<file path="config.mk">
export PLATFORM = sky130hd
export DESIGN_NAME = fetch_controller
export DESIGN_NICKNAME = d
export VERILOG_FILES = /design/src/rtl/fetch_controller_pkg.sv /design/src/rtl/fetch_controller.sv
export SDC_FILE = /design/constraint.sdc
export NUM_CORES = 1
export LEC_CHECK = 0
export CORE_UTILIZATION = 48
export DETAILED_ROUTE_END_ITERATION = 16
export PLACE_DENSITY = 0.8
export SKIP_LAST_GASP = 1
export SLEW_MARGIN = 20
export SYNTH_ARGS = -nofsm -noshare
export SYNTH_HDL_FRONTEND = slang
export SYNTH_SLANG_ARGS = --single-unit
export TNS_END_PERCENT = 5
</file>
<file path="constraint.sdc">
create_clock -name clk -period 3.09 [get_ports clk]
set_input_delay 0.4635 -clock clk [delete_from_list [all_inputs] [get_ports clk]]
set_output_delay 0.4635 -clock clk [all_outputs]
set_load 0.005 [all_outputs]
</file>
<file path="src/rtl/fetch_controller_pkg.sv">
// Shared definitions for the instruction fetch sequencer: FSM encoding and
// default reset/halt constants.
package fetch_defs;

  typedef enum logic [1:0] {
    IDLE   = 2'd0,
    RUN    = 2'd1,
    DRAIN  = 2'd2,
    HALTED = 2'd3
  } state_t;

  localparam logic [31:0] RESET_PC_DEFAULT  = 32'h0000_0000;
  localparam logic [31:0] HALT_WORD_DEFAULT = 32'hFFFF_FFFF;
  localparam int          ADDR_BITS         = 10;

endpackage

</file>
<file path="src/rtl/fetch_controller.sv">
// Instruction fetch sequencer: owns the PC, drives the combinational memory
// address and hands fetched words to decode through a one-entry output slot.
module fetch_controller
  import fetch_defs::*;
#(
  parameter logic [31:0] RESET_PC  = RESET_PC_DEFAULT,
  parameter logic [31:0] HALT_WORD = HALT_WORD_DEFAULT
) (
  input  logic        clk,
  input  logic        rst_n,
  input  logic        start,
  input  logic        redirect_valid,
  input  logic [31:0] redirect_pc,
  output logic [31:0] imem_addr,
  input  logic [31:0] imem_data,
  output logic        inst_valid,
  output logic [31:0] inst_out,
  output logic [31:0] inst_pc,
  input  logic        inst_ready,
  output logic        halted,
  output logic [31:0] fetch_count
);

  state_t      state;
  logic [31:0] pc;
  logic        handshake;
  logic        slot_free;

  // Memory address is the PC itself; the memory indexes its own low bits.
  assign imem_addr = pc;
  assign handshake = inst_valid & inst_ready;
  assign slot_free = ~inst_valid | inst_ready;

  always_ff @(posedge clk) begin
    if (!rst_n) begin
      state       <= IDLE;
      pc          <= RESET_PC;
      inst_valid  <= 1'b0;
      inst_out    <= 32'd0;
      inst_pc     <= 32'd0;
      halted      <= 1'b0;
      fetch_count <= 32'd0;
    end else begin
      // A word consumed in the same cycle as a flush still counts as delivered.
      if (handshake) begin
        fetch_count <= fetch_count + 32'd1;
      end

      case (state)
        IDLE: begin
          if (start) begin
            pc    <= RESET_PC;
            state <= RUN;
          end
        end

        RUN: begin
          if (redirect_valid) begin
            inst_valid <= 1'b0;
            pc         <= redirect_pc;
          end else if (slot_free) begin
            inst_out   <= imem_data;
            inst_pc    <= pc;
            inst_valid <= 1'b1;
            // The halt word is delivered, but the PC parks on it.
            if (imem_data == HALT_WORD) begin
              state <= DRAIN;
            end else begin
              pc <= pc + 32'd1;
            end
          end
        end

        DRAIN: begin
          if (redirect_valid) begin
            inst_valid <= 1'b0;
            pc         <= redirect_pc;
            state      <= RUN;
          end else if (handshake) begin
            inst_valid <= 1'b0;
            halted     <= 1'b1;
            state      <= HALTED;
          end
        end

        HALTED: begin
          if (redirect_valid) begin
            pc     <= redirect_pc;
            halted <= 1'b0;
            state  <= RUN;
          end else if (start) begin
            pc     <= RESET_PC;
            halted <= 1'b0;
            state  <= RUN;
          end
        end

        default: begin
          state <= IDLE;
        end
      endcase
    end
  end

endmodule

</file>
==> metrics.yaml <==
run_status: "finished, final reports clean"
post_synth_main_area_contributors: "dfxtp_1 38%, nand2_1 11%, a21oi_1 8.8%"
register_area_um2: 2640
grt_pass1_vias: 6621
grt_first_pass_wirelength_um: 33900
hold_crit_path_type: "reg -> reg"
place.port_buffers: 198
holdBufCountCts: 0
clkLatencyLatePin_ps: 420
synth_area_leader_cell: "dfxtp_1"
finalSetupTns_ps: 0
remaining_drc_errors: 0
finalHoldWorstSlack_ps: 451
drtAntennaViolNets: 0
route.vias.total: 7416
synth_edf_count: 0
synthDistinctLibCells: 76
layout.cell_area.non_filler_um2: 9610
wl_met1_um: 9110
dp.final_hpwl_um: 15000
fillers: 1165
synthCells: 920
post_route_cells_drive_above_1_share_pct: 7.55
cts_repair_resize_count: 0
timing_worst_slew_pin_value_ps: 793
drt-initial-drc-count: 702
met2_length_um: 10100
cts_max_path_buffers: 2
tritoncts: "done"
synth-seq-area-share_pct: 37.9
mappedNetlistNets: 991
io_pins: 199
report.final.slew_viol_count: 0
worst_setup_path_start_kind: "register"
postSynthAreaPerCell_um2: 7.57
finalCriticalPeriod_ps: 2600
multiInputGateArea_um2: 3850
finalHoldViolCount: 0
synth-warning-count: 0
clk_root_buffer_cell: "clkbuf_16"
grt_antenna_before_repair: 0
total_leakage_power_nw: 3.25
routed-wl-met3_um: 2070
criticalPathCategory: "reg -> reg"
cts-buffers-inserted: 17
synth_top_flop_cell: "dfxtp_1"
synthArstFlopShare_pct: 0
final_min_period_over_clock_period_pct: 84.3
finalClockSkew_ps: 5.05
die_height_um: 122
synth_top_area_share_pct: 37.9
detailedRoute.firstPassIterationCount: 5
grt_use_total_pct: 28.9
grt_max_degree: 55
gp_congestion: 0.916
power_per_cell_area_nw_per_um2: 494
die_w_um: 122
route.top_layer_used: "met4"
cts_setup_buffers: 0
cp_max_fo: 11
worst_ir_drop_vdd_v: 0.000368
nets_finish: 1174
setup_repair_after_global_routing_missed_its_margin: "false"
initial_utilization_pct: 49.6
critical_path.endpoint_type: "register"
mappedNetlistArea_um2: 6970
final_core_util_pct: 68.4
num_rows: 43
cap_viol_max_count: 0
synth.ff_latch_count: 132
setup_viol_count_final: 0
gr-total-overflow: 0
worst_slew_margin_rel_pct: 47.2
die_area_um2: 15000
cts_num_sinks: 132
placeableCoreArea_um2: 14000
maxClockFrequency_mhz: 384
clkSlewWorstSetupHoldPaths_ps: 50
drt-total-wl_um: 21600
post_drt_via_cell_ratio: 5.74
insertedDiodeCount: 0
syn_to_final_growth_pct: 38.0
worstPathArrival_ps: 2960
cp.required_ps: 3450
detail_route.wl_per_cell_um: 16.7
maximum_level_of_the_cts_h_tree: 4
placement.cell_area_um2: 9070
## final timing paths
path,startpoint,cells past startpoint,slack [ps],to
hold reg to reg,inst_pc[25]$_SDFFE_PN0P_,2,450,inst_pc[25]$_SDFFE_PN0P_
setup reg to reg,imem_addr[0]$_SDFFE_PN0P_,7,490,imem_addr[26]$_SDFFE_PN0P_
hold / removal,inst_pc[25]$_SDFFE_PN0P_,2,450,inst_pc[25]$_SDFFE_PN0P_
setup / recovery,imem_addr[0]$_SDFFE_PN0P_,7,490,imem_addr[26]$_SDFFE_PN0P_
## state kept, by name, indices dropped and copies added (netlist names)
| name | flops |
|---|---|
| fetch_count | 32 |
| imem_addr | 32 |
| inst_out | 32 |
| inst_pc | 32 |
| state | 2 |
| halted | 1 |
| inst_valid | 1 |
## worst max-delay path, cell delays in order (launching register included)
cell,delay [ps]
dfxtp_1,490
ha_1,260
nand3_1,130
or4_4,600
or4_1,520
a221oi_2,280
o2111ai_1,160
nand3_1,100
## layout make-up
type                    instances  area share, %
well taps                     180           2.34
multi-input cells             696           40.1
flip-flops and latches        132           27.5
inverters                      23          0.911
clock inverters                 5          0.547
repair buffers                233           23.6
clock buffers                  24           5.01
## layout by cell type, fill, tap and decap left out, types with 6 or more instances in the layout
master,Yosys,routed
clkbuf_16,0,17
and3_1,11,11
nand2_1,203,202
nor2_1,49,48
a31oi_1,12,12
xor2_1,10,10
o21ai_0,36,36
or3_1,9,9
a22o_1,6,6
inv_1,22,22
dfxtp_1,132,132
nand3_1,42,42
nor4_1,8,8
clkdlybuf4s50_1,0,198
nand4_1,20,20
nand2b_1,9,9
nor2b_1,9,9
buf_4,1,33
nor3_1,18,18
a221oi_1,6,6
o211ai_1,7,7
a21oi_1,122,122
nor3b_1,6,6
and4_1,6,6
xnor2_1,19,19
## metal layers
metal  global-route usage (%)  up-vias
met2                     45.2      305
met5                        0        -
met3                     8.32       25
met4                     10.1        0
li1                         -     3630
met1                     37.7     3456
## through the flow
step / power, mW / setup WS, ps / instances
after floorplan: 2.47 / 779 / 920
after global placement: 2.89 / 324 / 1264
after detailed placement: 2.91 / 268 / 1264
after CTS: 4.76 / 507 / 1293
after global routing: 4.95 / 310 / 1293
final: 4.75 / 486 / 1293
## Yosys cell counts, types with 4 or more instances
| cell type | number |
|---|---|
| clkbuf_1 | 49 |
| nor2_1 | 49 |
| o311ai_0 | 4 |
| a31oi_1 | 12 |
| a22o_1 | 6 |
| and4_1 | 6 |
| nor3_1 | 18 |
| a21oi_1 | 122 |
| or3_1 | 9 |
| buf_2 | 4 |
| nand3_1 | 42 |
| o21ai_0 | 36 |
| clkbuf_8 | 7 |
| nand2b_1 | 9 |
| xor2_1 | 10 |
| buf_6 | 5 |
| and2_1 | 5 |
| o211ai_1 | 7 |
| nor3b_1 | 6 |
| nor2b_1 | 9 |
| a221oi_1 | 6 |
| inv_1 | 22 |
| nor4_1 | 8 |
| dfxtp_1 | 132 |
| o221ai_1 | 4 |
| and3_1 | 11 |
| a21o_1 | 4 |
| xnor2_1 | 19 |
| nand2_1 | 203 |
| nand4_1 | 20 |
## power by group
| part | internal [mW] | leakage, nW | switching [mW] |
|---|---|---|---|
| registers | 1.80 | 1.07 | 0.146 |
| clock network | 1.15 | 0.262 | 0.702 |
| logic | 0.476 | 1.92 | 0.470 |
## kinds of logic (layout without fill, tap and decap cells)
kind of cell,Yosys count,after routing,synth area share (%)
compound gates,242,242,21.4
xor+xnor,29,29,3.65
fa+ha+maj,2,2,0.359
buf+inv,92,285,7.15
flops,132,132,37.9
mux,3,3,0.449
simple gates,420,420,29.1
Note: power is estimated with default switching activity, not from simulation.
